File: src/rtl/muldiv_sequencer.sv
// muldiv_sequencer: iterative shift-add multiplier and restoring signed divider for M-type ops
// Ports: clk/rst (async active-high), start+alu_control+op_a+op_b request an op, flush aborts,
// busy/stall/done report progress, result holds product/quotient/remainder until overwritten.
// Build option: define MULDIV_FAST_PATH_EN to finish div-by-zero, signed overflow and mul-by-zero in one cycle.
module muldiv_sequencer #(
   parameter int XLEN = 32
) (
   input  logic            clk,
   input  logic            rst,
   input  logic            start,
   input  logic [3:0]      alu_control,
   input  logic [XLEN-1:0] op_a,
   input  logic [XLEN-1:0] op_b,
   input  logic            flush,
   output logic            busy,
   output logic            stall,
   output logic            done,
   output logic [XLEN-1:0] result
);
   typedef enum logic [1:0] {IDLE, MUL, DIV, DONE} state_t;
   state_t r_state, w_next;
   logic [5:0]      r_cnt;
   logic [XLEN-1:0] r_op_a, r_op_b, r_x, r_y, r_z, r_result;
   logic            r_rem;
   logic            w_is_m, w_is_mul, w_accept, w_last, w_fast, w_ge;
   logic [XLEN-1:0] w_fast_res, w_abs_a, w_abs_b, w_mul_x, w_rem_n, w_quo_n, w_q, w_r, w_iter_res;
   logic [XLEN:0]   w_sh;
   assign w_is_m   = alu_control inside {4'b1011, 4'b1100, 4'b1101};
   assign w_is_mul = alu_control == 4'b1011;
   assign w_accept = r_state == IDLE && start && w_is_m && !flush;
   assign w_last   = (r_state == MUL || r_state == DIV) && r_cnt == 6'(XLEN-1);
   assign w_abs_a  = op_a[XLEN-1] ? -op_a : op_a;
   assign w_abs_b  = op_b[XLEN-1] ? -op_b : op_b;
`ifdef MULDIV_FAST_PATH_EN
   assign w_fast = w_is_mul ? (op_a == '0 || op_b == '0)
                            : (op_b == '0 || (op_a == {1'b1, {(XLEN-1){1'b0}}} && op_b == '1));
   assign w_fast_res = w_is_mul ? '0 :
                       op_b == '0 ? (alu_control == 4'b1100 ? '1 : op_a) :
                       (alu_control == 4'b1100 ? op_a : '0);
`else
   assign w_fast     = 1'b0;
   assign w_fast_res = '0;
`endif
   // multiply: r_x accumulates, r_y is the left-shifting multiplicand, r_z the right-shifting multiplier
   assign w_mul_x = r_x + (r_z[0] ? r_y : '0);
   // divide: {r_x, r_y} is the remainder/quotient pair; r_z holds the divisor magnitude.
   // The partial remainder always stays below the divisor (or equals a prefix of |a| when dividing by zero),
   // so XLEN bits are enough to keep it.
   assign w_sh    = {r_x, r_y[XLEN-1]};
   assign w_ge    = w_sh >= {1'b0, r_z};
   assign w_rem_n = w_ge ? XLEN'(w_sh - {1'b0, r_z}) : w_sh[XLEN-1:0];
   assign w_quo_n = {r_y[XLEN-2:0], w_ge};
   assign w_q     = (r_op_a[XLEN-1] ^ r_op_b[XLEN-1]) ? -w_quo_n : w_quo_n;
   assign w_r     = r_op_a[XLEN-1] ? -w_rem_n : w_rem_n;
   // the overflow case falls out of the magnitude algorithm; only divide-by-zero needs an override
   assign w_iter_res = r_state == MUL ? w_mul_x :
                       r_op_b == '0 ? (r_rem ? r_op_a : '1) :
                       r_rem ? w_r : w_q;
   assign result = r_result;
   always_ff @(posedge clk or posedge rst) begin
      if (rst) r_state <= IDLE;
      else     r_state <= w_next;
   end
   always_comb begin
      w_next = r_state;
      busy   = r_state != IDLE;
      stall  = !rst && ((r_state == IDLE && start && w_is_m) || r_state == MUL || r_state == DIV);
      done   = r_state == DONE && !flush;
      unique case (r_state)
         IDLE:     if (w_accept) w_next = w_fast ? DONE : w_is_mul ? MUL : DIV;
         MUL, DIV: w_next = flush ? IDLE : w_last ? DONE : r_state;
         default:  w_next = IDLE;
      endcase
   end
   always_ff @(posedge clk or posedge rst) begin
      if (rst) begin
         r_cnt    <= '0;
         r_op_a   <= '0;
         r_op_b   <= '0;
         r_rem    <= 1'b0;
         r_x      <= '0;
         r_y      <= '0;
         r_z      <= '0;
         r_result <= '0;
      end else begin
         if (w_accept) begin
            r_op_a <= op_a;
            r_op_b <= op_b;
            r_rem  <= alu_control == 4'b1101;
            r_cnt  <= '0;
            r_x    <= '0;
            r_y    <= w_is_mul ? op_a : w_abs_a;
            r_z    <= w_is_mul ? op_b : w_abs_b;
         end else if (r_state == MUL || r_state == DIV) begin
            r_cnt <= (flush || w_last) ? '0 : r_cnt + 6'd1;
            r_x   <= r_state == MUL ? w_mul_x : w_rem_n;
            r_y   <= r_state == MUL ? r_y << 1 : w_quo_n;
            r_z   <= r_state == MUL ? r_z >> 1 : r_z;
         end
         if (w_accept && w_fast) r_result <= w_fast_res;
         else if (w_last && !flush) r_result <= w_iter_res;
      end
   end
endmodule

File: config.mk
export PLATFORM = sky130hd
export DESIGN_NAME = muldiv_sequencer
export DESIGN_NICKNAME = d
export VERILOG_FILES = /design/src/rtl/muldiv_sequencer.sv
export SDC_FILE = /design/constraint.sdc
export NUM_CORES = 1
export LEC_CHECK = 0
export ABC_CLOCK_PERIOD_IN_PS = 8600
export CORE_UTILIZATION = 45
export CTS_BUF_LIST = sky130_fd_sc_hd__clkbuf_8
export DETAILED_ROUTE_END_ITERATION = 12
export PLACE_DENSITY = 0.71
export SETUP_SLACK_MARGIN = 0.2
export SKIP_LAST_GASP = 1
export SLEW_MARGIN = 20
export SYNTH_ARGS = -nofsm -noshare
export SYNTH_HDL_FRONTEND = slang
export SYNTH_SLANG_ARGS = --single-unit
File: constraint.sdc
create_clock -name clk -period 8.6 [get_ports clk]
set_clock_uncertainty 0.15 [all_clocks]
set_input_delay 1.72 -clock clk [delete_from_list [all_inputs] [get_ports clk]]
set_output_delay 1.72 -clock clk [all_outputs]
set_load 0.005 [all_outputs]
### Yosys cells after proc, flatten, opt, wreduce, memory -nomap -nowiden

Cells that the tools add are included.

* muxes and demuxes: 29
* shift operators: 0
* reduce and logical (&&, ||, !) cells: 22
* equality and inequality tests: 9
* bitwise logic cells: 1
* magnitude comparators: 1
* divide/modulo/power cells: 0
* multiply operators: 0
* add/sub/neg operators: 7

Operators by type and width (count)
* 32-bit two-way mux: 20
* 32-bit negation: 4
* 33-bit by 32-bit >= comparator with 1-bit output: 1
* 32-bit adder: 1
* 32-bit zero test: 1
* 32-bit subtractor: 1
* 6-bit two-way mux: 3
* 4-bit == test, second input constant: 3
* 2-bit two-way mux: 4
* 1-bit logical AND: 7
* 6-bit by 1-bit adder with 6-bit output, second input constant: 1
* 6-bit by 5-bit == test with 1-bit output, second input constant: 1
* 2-bit nonzero test: 3
* 2-bit == test, second input constant: 2
* 1-bit logical OR: 4
* 2-bit one-hot mux with 2 select lines: 1
* 2-bit AND reduction: 2
* 3-bit inequality test, second input constant: 1
* 3-bit nonzero test: 1
* 2-bit by 1-bit == test with 1-bit output, second input constant: 1
* 1-bit zero test: 2
* 2-bit zero test: 1
* 2-bit inequality test, second input constant: 1
* 2-bit OR reduction: 1
* other kinds (2): 2

* RAM bits: 0
* output and inout bits: 35
* memories kept: 0
* latch bits: 0
* input bits: 72
* bits in registers: 201
* logic and storage cells: 78
* memory bits (read-only): 0

### Logic depth before layout (Yosys ltp)

Gate-level depths: netlist of run 1.

* word-level depth: 7
* depth in mapped cells: 24
* depth with buffers taken out: 20

### Worst setup path before layout of run 1

OpenSTA, ideal clock, no wires.

* kind: register to register
* from: register r_x[10]
* to: register r_result[30] (netlist: result[30])
* cell stages (with the launch flop): 22
* setup time: 0.127 ns
* arrival: 4.956 ns
* clock period less this slack: 5.233 ns
* setup slack: 3.367 ns
* buffers on the path: 4
* data required time: 8.323 ns
* cells stage by stage: dfrtp_1 -> ha_1 -> buf_4 -> and4_1 -> and2_4 -> a22o_1 -> a221oi_2 -> nand2_2 -> buf_2 -> buf_2 -> buf_2 -> o21ai_0 -> ha_1 -> nand2_1 -> a2111oi_0 -> and4bb_2 -> a41oi_1 -> a21oi_1 -> nand4_2 -> o2111a_1 -> o31ai_1 -> a21oi_1

* cells in the longest elaborated chain, start to end: 7
* elaborated cells between the ends (all ways): 11
* those cells by class: add/sub (4); order compare (1); mux (6)

Ends and longest elaborated chain
* start: declaration: line 23 `logic [XLEN-1:0] r_op_a, r_op_b, r_x, r_y, r_z, r_result;`
* start signal: assignment: line 96 `r_x <= r_state == MUL ? w_mul_x : w_rem_n;`
* 32-bit subtractor or 33-bit by 32-bit >= comparator with 1-bit output (tied branches): line 51, 50
* 32-bit two-way mux: line 51 `assign w_rem_n = w_ge ? XLEN'(w_sh - {1'b0, r_z}) : w_sh[XLEN-1:0];`
* 32-bit negation: line 54 `assign w_r = r_op_a[XLEN-1] ? -w_rem_n : w_rem_n;`
* 32-bit two-way mux: line 54
* 32-bit two-way mux: line 58 `r_rem ? w_r : w_q;`
* 32-bit two-way mux: line 57 `r_op_b == '0 ? (r_rem ? r_op_a : '1) :`
* 32-bit two-way mux *: line 56 `assign w_iter_res = r_state == MUL ? w_mul_x :`
* end signal: assignment: line 100 `if (w_accept && w_fast) r_result <= w_fast_res;`
* end signal: assignment: line 101 `else if (w_last && !flush) r_result <= w_iter_res;`
* end: declaration: line 23

Every way passes the cells marked *; elsewhere a longest branch is shown, timed or not.
A chain may end at the register's enable or synchronous reset.

### Final worst setup path of run 1

* from: register r_z[0]
* to: register r_result[30] (netlist: result[30])

* cells in the longest elaborated chain, start to end: 7
* elaborated cells between the ends (all ways): 12
* those cells by class: add/sub (4); order compare (1); mux (7)

Ends and longest elaborated chain
* start: declaration: line 23
* start signal: assignment: line 93 `r_z <= w_is_mul ? op_b : w_abs_b;`
* start signal: assignment: line 98 `r_z <= r_state == MUL ? r_z >> 1 : r_z;`
* 32-bit subtractor or 33-bit by 32-bit >= comparator with 1-bit output (tied branches): line 51, 50
* 32-bit two-way mux: line 51
* 32-bit negation: line 54
* 32-bit two-way mux: line 54
* 32-bit two-way mux: line 58
* 32-bit two-way mux: line 57
* 32-bit two-way mux *: line 56

Marked as above.

==> flow_metrics.env, run 1 <==
export IMPL_overflow=0
export IMPL_yosys_warnings=0
export IMPL_synth_area_um2=16800
export IMPL_area_growth_pct=13.1
export IMPL_slowest_stage="dfrtp_1"
export IMPL_power_internal_mw=4.40
export IMPL_cts_buffers=41
export IMPL_crit_chain="ha_1 -> nor2b_1 -> o31a_1 -> a21o_1 -> a221oi_2 -> nand2_2 -> o21ai_0 -> ha_1 -> nand2_1 -> a2111oi_0 -> and4bb_2 -> a41oi_1 -> a21oi_1 -> nand4_2 -> o2111a_1 -> o31ai_1 -> a21oi_1"
export IMPL_dr_pass1_iters=6
export IMPL_ios=107
export IMPL_worst_slew_pin_slew_ns=1.09
export IMPL_gp_congestion=0.974
export IMPL_crit_path_end_kind="flop"
export IMPL_p_seq_frac=0.195
export IMPL_gr_usage_all_layers=0.289
export IMPL_fmax_ghz=0.163
export IMPL_cts_tree="built"
export IMPL_final_cell_mix="374 x nand2_1, 201 x dfrtp_1, 178 x o21ai_0"
export IMPL_clk_pin_slew_ns=0.06
export IMPL_regToRegStartpoint="r_z[0]"
export IMPL_hold_buffers=0
export IMPL_antenna_found_initial=0
export IMPL_clockRootBuffer="clkbuf_8"
export IMPL_cts_buffer_depth=3
export IMPL_slew_viol_final=0
export IMPL_maxCapViolCount=0
export IMPL_cts_resized=0
export IMPL_top_usage_layer="met2"
export IMPL_met1_usage=0.382
export IMPL_cp_required_ns=8.92
export IMPL_start_util=0.458
export IMPL_combPwrFrac=0.690
export IMPL_startpoint_type="flop"
export IMPL_critPathLaunch="r_z[0]"
export IMPL_p_clk_frac=0.115
export IMPL_ant_nets=0
export IMPL_portBuffers=106
export IMPL_dieWidth_um=195
export IMPL_ff2ff_path_depth=17
export IMPL_fp_dieH_um=195
export IMPL_grt_pass1_vias=15900
export IMPL_layout_nets=2352
export IMPL_hpwl_mm=41.6
export IMPL_status="finished, final reports clean"
export IMPL_ys_ff_latch=201
export IMPL_synthFlopType="dfrtp_1"
export IMPL_finalHoldViolations=0
export IMPL_final_area_um2=19000
export IMPL_drive_above_1_share=0.0546
export IMPL_power_density_nw_per_um2=493
export IMPL_via_count=16900
export IMPL_synth_edf_count=0
export IMPL_final_common_cell="nand2_1"
export IMPL_synthCells=2165
export IMPL_rows=70
export IMPL_routed_wl_mm=56.2
export IMPL_final_min_clock_period_ns=6.15
export IMPL_worst_skew_pair_late_latency_ns=0.62
export IMPL_endpoint="result[30]"
export IMPL_async_flop_share=1.00
export IMPL_cp_max_fo=34
export IMPL_grt_pass1_wl_mm=87.3
export IMPL_hold_path_class="flop to flop"
export IMPL_via_per_inst=6.26
export IMPL_synth_nets=2313
export IMPL_antenna_cells=0
export IMPL_ys_seq_area_frac=0.300
export IMPL_ff2ff_setup_slack_ns=2.45
export IMPL_setup_viol=0
export IMPL_worst_path_largest_cell_delay_ns=1.03
export IMPL_clkSinkCount=201
export IMPL_syn_area_per_cell_um2=7.75
export IMPL_vdd_ir_drop_max_uv=494
export IMPL_netSwitchingFraction=0.529
export IMPL_switchingPower_mw=4.95
export IMPL_drc_errors=0
export IMPL_postCtsSetupBuffers=0
export IMPL_power_leakage_nw=8.01
export IMPL_worstPathArrival_ns=6.46
export IMPL_grt_use_met3=0.0406
export IMPL_die_area_um2=38100
export IMPL_grt_setup_unrepaired="no"
export IMPL_drt_iter0_drc=1464
export IMPL_ys_types=86
export IMPL_cts_htree_levels=2
export IMPL_fin_tns_setup_ns=0
export IMPL_dpl_cell_area_um2=18100
export IMPL_maxSlewHeadroom=0.275
export IMPL_core_um2=36600
export IMPL_use_met2=0.466
export IMPL_wl_per_cell_um=20.8
export IMPL_period_share=0.715
export IMPL_worstReg2RegEnd="result[30]"
export IMPL_crit_type="flop to flop"
export IMPL_grt_max_degree=139
==> state kept, by name, indices dropped and copies added, names as in the netlist <==
register	flops
r_y	32
r_rem	1
r_cnt	6
r_x	32
r_op_a	32
r_op_b	32
r_state	2
r_z	32
result	32
==> worst min path at each step <==
stage	slack, ns	depth (start not counted)	to	from
after CTS	0.33	2	r_op_a[15]	r_op_a[15]
after detailed placement	0.31	2	r_op_a[15]	r_op_a[15]
after floorplan	0.29	2	r_op_a[15]	r_op_a[15]
final	0.32	2	r_op_a[15]	r_op_a[15]
after global placement	0.31	2	r_op_a[15]	r_op_a[15]
after global routing	0.34	2	r_op_b[13]	r_op_b[13]
==> synth_stat cells, types with 8 or more instances <==
cell type | n | share of area
o21ai_0 | 178 | 0.053
o211ai_1 | 36 | 0.016
nor2b_1 | 8 | 0.0030
o22ai_1 | 17 | 0.0063
or2_2 | 9 | 0.0034
or4_1 | 14 | 0.0063
clkbuf_1 | 99 | 0.022
nand2_1 | 374 | 0.084
o221ai_1 | 23 | 0.012
a21oi_1 | 145 | 0.043
a211oi_1 | 19 | 0.0085
inv_1 | 74 | 0.017
a221o_1 | 14 | 0.0084
xor2_1 | 52 | 0.027
o31ai_1 | 26 | 0.012
o41ai_1 | 9 | 0.0047
xnor2_1 | 98 | 0.051
mux2i_1 | 69 | 0.041
nor2_1 | 167 | 0.037
nor4_1 | 26 | 0.0097
dfrtp_1 | 201 | 0.30
a21o_1 | 30 | 0.013
and2_1 | 49 | 0.018
a31oi_1 | 37 | 0.014
and3_1 | 15 | 0.0056
nor3_1 | 44 | 0.013
and4_1 | 10 | 0.0052
o21a_1 | 13 | 0.0058
or3_1 | 22 | 0.0082
nand3_1 | 43 | 0.013
a22oi_1 | 14 | 0.0063
nand4_1 | 14 | 0.0052
ha_1 | 74 | 0.055
buf_2 | 21 | 0.0063
==> power by group through the flow <==
stage | Combinational (mW) | Sequential (mW) | Clock [mW]
after floorplan | 4.82 | 1.60 | 0
after global placement | 6.18 | 1.81 | 0
after detailed placement | 6.26 | 1.82 | 0
after CTS | 6.30 | 1.81 | 1.09
after global routing | 7.01 | 1.86 | 1.14
final | 6.45 | 1.83 | 1.08
==> critical path, delay by kind of cell, from the launching register on <==
kind / cells / cell delay [ns]
DFF: 1 / 1.03
AOI/OAI and AO/OA: 10 / 3.28
and+or+nand+nor: 5 / 0.90
adders and majority gates: 2 / 0.61
==> through the flow <==
step | setup slack [ns] | power [mW] | cells | util | hold WS, ns
after floorplan | 1.25 | 6.42 | 2165 | - | 0.287
after global placement | 2.93 | 7.99 | 2628 | 0.494 | 0.308
after detailed placement | 2.68 | 8.08 | 2628 | 0.494 | 0.310
after CTS | 2.60 | 9.21 | 2700 | 0.517 | 0.327
after global routing | 2.09 | 10.0 | 2701 | 0.518 | 0.344
final | 2.45 | 9.36 | 2701 | 0.518 | 0.325
==> cell families after synthesis <==
logic type | after synthesis | share of synthesized area
compound gates | 634 | 0.243
flops | 201 | 0.300
buf+inv | 204 | 0.0483
fa+ha+maj | 76 | 0.0576
simple gates | 827 | 0.229
xor+xnor | 150 | 0.0783
mux | 73 | 0.0438
==> final cells by class <==
type	count	area [um2]
clock inverters	20	148
inverters	75	289
fillers	3535	17600
multi-input cells	1760	11000
repair buffers	125	1220
clock buffers	52	716
well taps	468	586
flip-flops and latches	201	5030
==> routing by layer <==
| layer | routed length [um] | share of wire | vias up |
|---|---|---|---|
| li1 | - | - | 7894 |
| met5 | 0 | 0 | - |
| met1 | 24000 | 0.43 | 8047 |
| met3 | 4150 | 0.074 | 166 |
| met2 | 25600 | 0.46 | 802 |
| met4 | 2480 | 0.044 | 0 |
(Power assumes the default switching activity.)
==> run 2: changes to the inputs <==
--- a/config.mk
+++ b/config.mk
@@ -5,11 +5,11 @@
 export SDC_FILE = /design/constraint.sdc
 export NUM_CORES = 1
 export LEC_CHECK = 0
-export ABC_CLOCK_PERIOD_IN_PS = 8600
+export ABC_CLOCK_PERIOD_IN_PS = 5600
 export CORE_UTILIZATION = 45
 export CTS_BUF_LIST = sky130_fd_sc_hd__clkbuf_8
 export DETAILED_ROUTE_END_ITERATION = 12
-export PLACE_DENSITY = 0.71
+export PLACE_DENSITY = 0.74
 export SETUP_SLACK_MARGIN = 0.2
 export SKIP_LAST_GASP = 1
 export SLEW_MARGIN = 20
==> constraint.sdc (replaced) <==
create_clock -name clk -period 5.6 [get_ports clk]
set_clock_uncertainty 0.15 [all_clocks]
set_input_delay 1.12 -clock clk [delete_from_list [all_inputs] [get_ports clk]]
set_output_delay 1.12 -clock clk [all_outputs]
set_load 0.005 [all_outputs]
==> run 2 against run 1 <==
Net effect: critical path depth is the same; sequential cell count unchanged; setup slack worse by 2.0 ns; cell area rose by 0.53%; global-route usage increased by 1.2 points; worst hold slack improved by 0.0056 ns; combinational power up 60%; power up 55%; sequential share of layout area fell by 0.13 points; clock-buffer cell count fell by 2; via count increased by 0.59%; routed wire length rose by 3.8%; critical path type unchanged.
==> flow_metrics.env, run 2 (synthesized netlist as in run 1, its figures left out) <==
export IMPL_grt_pass1_wl_mm=90.4
export IMPL_clkSinkCount=201
export IMPL_dpl_cell_area_um2=18300
export IMPL_ant_nets=0
export IMPL_clk_pin_slew_ns=0.06
export IMPL_cts_tree="built"
export IMPL_die_area_um2=38100
export IMPL_hold_path_class="flop to flop"
export IMPL_grt_pass1_vias=16200
export IMPL_drc_errors=0
export IMPL_fin_tns_setup_ns=0
export IMPL_p_clk_frac=0.102
export IMPL_power_density_nw_per_um2=762
export IMPL_fp_dieH_um=195
export IMPL_gp_congestion=0.959
export IMPL_final_common_cell="nand2_1"
export IMPL_power_internal_mw=6.79
export IMPL_antenna_found_initial=1
export IMPL_layout_nets=2370
export IMPL_via_per_inst=6.26
export IMPL_vdd_ir_drop_max_uv=797
export IMPL_multi_input_area_um2=11000
export IMPL_cp_max_fo=8
export IMPL_crit_path_end_kind="flop"
export IMPL_clockRootBuffer="clkbuf_8"
export IMPL_final_min_clock_period_ns=5.18
export IMPL_cts_htree_levels=2
export IMPL_gr_usage_all_layers=0.301
export IMPL_cts_buffer_depth=3
export IMPL_worst_skew_pair_late_latency_ns=0.58
export IMPL_routed_wl_mm=58.3
export IMPL_worst_slew_pin_slew_ns=1.18
export IMPL_hpwl_mm=44.2
export IMPL_drt_iter0_drc=1623
export IMPL_area_growth_pct=13.7
export IMPL_p_seq_frac=0.189
export IMPL_grt_setup_unrepaired="no"
export IMPL_antenna_cells=0
export IMPL_power_leakage_nw=8.04
export IMPL_drive_above_1_share=0.0672
export IMPL_overflow=0
export IMPL_rows=70
export IMPL_dr_pass1_iters=7
export IMPL_final_area_um2=19100
export IMPL_seqCellArea_um2=5030
export IMPL_ios=107
export IMPL_postCtsSetupBuffers=0
export IMPL_core_um2=36600
export IMPL_setup_viol=0
export IMPL_netSwitchingFraction=0.533
export IMPL_start_util=0.458
export IMPL_cp_required_ns=5.87
export IMPL_switchingPower_mw=7.74
export IMPL_via_count=17000
export IMPL_startpoint_type="flop"
export IMPL_crit_type="flop to flop"
export IMPL_dieWidth_um=195
export IMPL_slew_viol_final=0
export IMPL_finalHoldViolations=0
export IMPL_portBuffers=106
export IMPL_worstPathArrival_ns=5.45
export IMPL_final_cell_mix="374 x nand2_1, 200 x dfrtp_1, 177 x o21ai_0"
export IMPL_maxCapViolCount=0
export IMPL_combPwrFrac=0.709
export IMPL_final_cells=2715
export IMPL_maxSlewHeadroom=0.210
export IMPL_whs_ns=0.330
export IMPL_grt_max_degree=175
export IMPL_fmax_ghz=0.193
export IMPL_status="finished, final reports clean"
export IMPL_cts_buffers=38
export IMPL_period_share=0.925
export IMPL_num_fill_cells=3479
export IMPL_wl_per_cell_um=21.5
export IMPL_placed_cells=2650
run 2: final cells by class:
cell class | instances | area share
sequential | 201 | 0.264
inverter | 75 | 0.0150
timing repair buffer | 146 | 0.0727
tap | 468 | 0.0307
clock buffer | 50 | 0.0361
clock inverter | 15 | 0.00380
multi-input combinational | 1760 | 0.578
run 2: repair_timing:
action,4_1_cts,5_1_grt
resized for setup,1,15
hold buffers,0,0
cloned,0,0
endpoints found under the setup margin,2,8
run 2: power by group through the flow:
stage	Combinational, mW	Clock, mW	Sequential (mW)
6_report	10.3	1.48	2.75
5_1_grt	11.2	1.56	2.80
4_1_cts	10.0	1.49	2.72
3_5_place_dp	9.96	0	2.74
3_3_place_gp	9.87	0	2.71
2_1_floorplan	7.40	0	2.45
run 2: path summary, 6_finish.rpt:
kind	from	to	slack [ns]	cells past startpoint
setup reg to reg	r_x[19]	result[30]	0.42	17
setup / recovery	r_x[19]	result[30]	0.42	17
max in group asynchronous	rst	result[29]	3.20	3
min in group asynchronous	rst	r_op_a[31]	0.97	2
hold / removal	r_op_b[18]	r_op_b[18]	0.33	2
hold reg to reg	r_op_b[18]	r_op_b[18]	0.33	2
run 2: layer usage:
metal / GRT usage / vias to the layer above / wire length [um]
met5: 0 / - / 11
met4: 0.128 / 2 / 2590
met3: 0.0411 / 160 / 3880
met2: 0.490 / 760 / 26900
met1: 0.401 / 8160 / 25000
li1: - / 7926 / -
run 2: stage by stage:
| stage | worst slack [ns] | utilization | power [mW] |
|---|---|---|---|
| finish | 0.420 | 0.521 | 14.5 |
| global route | 0.179 | 0.521 | 15.5 |
| CTS | 0.250 | 0.520 | 14.2 |
| detailed placement | 0.234 | 0.499 | 12.7 |
| global placement | 0.375 | 0.499 | 12.6 |
| floorplan | 0.367 | - | 9.86 |
run 2: critical path, stage by stage, from the launching register on:
cell	delay, ns
dfrtp_1	0.47
ha_1	0.45
a21oi_1	0.25
o21ai_0	0.26
a21o_1	0.28
a211oi_2	0.29
nand2_2	0.20
mux2i_2	0.29
ha_1	0.26
nand2_1	0.08
a2111oi_2	0.39
and4bb_2	0.33
a41oi_1	0.19
a21oi_2	0.26
nand4_2	0.20
o2111a_1	0.32
o31ai_1	0.28
a21oi_1	0.11
==> run 3: changes to the inputs <==
--- a/config.mk
+++ b/config.mk
@@ -6,8 +6,10 @@
 export NUM_CORES = 1
 export LEC_CHECK = 0
 export ABC_CLOCK_PERIOD_IN_PS = 5600
+export CORE_MARGIN = 3
 export CORE_UTILIZATION = 45
 export CTS_BUF_LIST = sky130_fd_sc_hd__clkbuf_8
+export CTS_CLUSTER_SIZE = 28
 export DETAILED_ROUTE_END_ITERATION = 12
 export PLACE_DENSITY = 0.74
 export SETUP_SLACK_MARGIN = 0.2
==> run 3 against run 2 <==
Net effect: critical path depth did not move; sequential share of layout area is 0.076 points lower; global-route usage is 1.6 points lower; sequential cell count stayed put; final cell count grew 0.22%; non-clock buffer count rose by 8; utilization about the same; setup slack improved by 0.067 ns; via count up 0.49%; clock-buffer cell count decreased by 5; critical path type unchanged; largest power group unchanged; highest routed layer is now met4.
==> flow_metrics.env, run 3 (synthesized netlist as in run 1, its figures left out) <==
export IMPL_start_util=0.457
export IMPL_vdd_ir_drop_max_uv=533
export IMPL_drt_iter0_drc=1654
export IMPL_slew_viol_final=0
export IMPL_via_count=17100
export IMPL_dr_pass1_iters=6
export IMPL_ff2ff_setup_slack_ns=0.49
export IMPL_critPathLaunch="r_x[5]"
export IMPL_grt_pass1_vias=16500
export IMPL_drive_above_1_share=0.0661
export IMPL_gp_congestion=0.997
export IMPL_overflow=0
export IMPL_antenna_cells=0
export IMPL_fp_dieH_um=199
export IMPL_antenna_found_initial=0
export IMPL_final_util=0.521
export IMPL_fmax_ghz=0.196
export IMPL_hold_path_cell_count=2
export IMPL_grt_pass1_wl_mm=90.0
export IMPL_setup_viol=0
export IMPL_power_leakage_nw=8.09
export IMPL_hold_buffers=0
export IMPL_final_area_um2=19100
export IMPL_drc_errors=0
export IMPL_core_um2=36700
export IMPL_worstReg2RegEnd="result[30]"
export IMPL_cts_buffer_depth=3
export IMPL_status="finished, final reports clean"
export IMPL_finalHoldViolations=0
export IMPL_wl_per_cell_um=21.3
export IMPL_cp_max_fo=9
export IMPL_clockRootBuffer="clkbuf_8"
export IMPL_rows=70
export IMPL_postCtsSetupBuffers=0
export IMPL_layout_nets=2378
export IMPL_num_fill_cells=3515
export IMPL_hold_path_class="flop to flop"
export IMPL_regToRegStartpoint="r_x[5]"
export IMPL_fin_tns_setup_ns=0
export IMPL_final_common_cell="nand2_1"
export IMPL_final_cell_mix="374 x nand2_1, 201 x dfrtp_1, 178 x o21ai_0"
export IMPL_clkSinkCount=201
export IMPL_area_growth_pct=14.0
export IMPL_clk_pin_slew_ns=0.07
export IMPL_ant_nets=0
export IMPL_gr_usage_all_layers=0.285
export IMPL_startpoint_type="flop"
export IMPL_total_power_mw=14.5
export IMPL_final_min_clock_period_ns=5.11
export IMPL_grt_max_degree=90
export IMPL_crit_path_end_kind="flop"
export IMPL_cts_tree="built"
export IMPL_grt_setup_unrepaired="no"
export IMPL_crit_type="flop to flop"
export IMPL_ios=107
export IMPL_worstPathArrival_ns=5.42
export IMPL_power_density_nw_per_um2=761
export IMPL_worst_skew_pair_late_latency_ns=0.59
export IMPL_dpl_cell_area_um2=18300
export IMPL_hpwl_mm=43.8
export IMPL_worst_slew_pin_slew_ns=1.20
export IMPL_maxCapViolCount=0
export IMPL_cp_required_ns=5.91
export IMPL_maxSlewHeadroom=0.194
export IMPL_cts_buffers=38
export IMPL_cts_htree_levels=2
export IMPL_die_area_um2=39600
export IMPL_period_share=0.913
export IMPL_routed_wl_mm=57.9
export IMPL_ff2ff_path_depth=17
export IMPL_endpoint="result[30]"
export IMPL_portBuffers=106
export IMPL_dieWidth_um=199
export IMPL_via_per_inst=6.28
-- run 3: worst min path at each step --
stage / start / end
after floorplan: r_op_a[15] / r_op_a[15]
after CTS: r_op_b[10] / r_op_b[10]
after detailed placement: r_op_b[10] / r_op_b[10]
final: r_op_b[10] / r_op_b[10]
after global placement: r_op_b[6] / r_op_b[6]
after global routing: r_op_b[18] / r_op_b[18]
-- run 3: critical path: stages, from the launching register on --
cell and delay (ns):
dfrtp_1 0.49, ha_1 0.48, nand4_1 0.12, or4_4 0.55
nor4_4 0.25, a211oi_2 0.10, nand2_2 0.17, mux2i_2 0.30
ha_1 0.26, nand2_1 0.09, a2111oi_2 0.40, and4bb_2 0.33
a41oi_1 0.19, a21oi_2 0.27, nand4_2 0.19, o2111a_1 0.31
o31ai_1 0.26, a21oi_1 0.10
-- run 3: repair_timing --
| item | 4_1_cts | 5_1_grt |
|---|---|---|
| gates resized for setup | 0 | 9 |
| hold endpoints to repair | 0 | 0 |
| setup endpoints to repair | 0 | 9 |
-- run 3: per-stage QoR --
stage | setup WS (ns) | hold slack [ns] | instances
after global routing | 0.176 | 0.353 | 2721
after floorplan | 0.367 | 0.287 | 2165
final | 0.487 | 0.325 | 2721
after detailed placement | 0.307 | 0.314 | 2657
after CTS | 0.255 | 0.327 | 2720
after global placement | 0.446 | 0.308 | 2657
-- run 3: area by class of cell --
type	instances	area, um2	share of cell area
multi-input cells	1760	11000	0.576
repair buffers	154	1460	0.0763
clock buffers	45	619	0.0324
inverters	75	285	0.0149
well taps	468	586	0.0306
flip-flops and latches	201	5030	0.263
clock inverters	18	138	0.00720
-- run 3: where the power goes --
part / internal, mW / leakage [nW] / switching [mW]
sequential: 2.04 / 2.55 / 0.658
combinational: 3.96 / 5.12 / 6.38
clock: 0.821 / 0.426 / 0.679
total: 6.82 / 8.09 / 7.72
-- run 3: metal layers --
metal  track usage  up-vias  wire, um  share of wire
met1         0.378     8185     24000           0.41
met4         0.134        0      2810          0.048
met3        0.0484      186      4610          0.080
li1              -     7950         -              -
met5             0        -         0              0
met2         0.457      771     26400           0.46
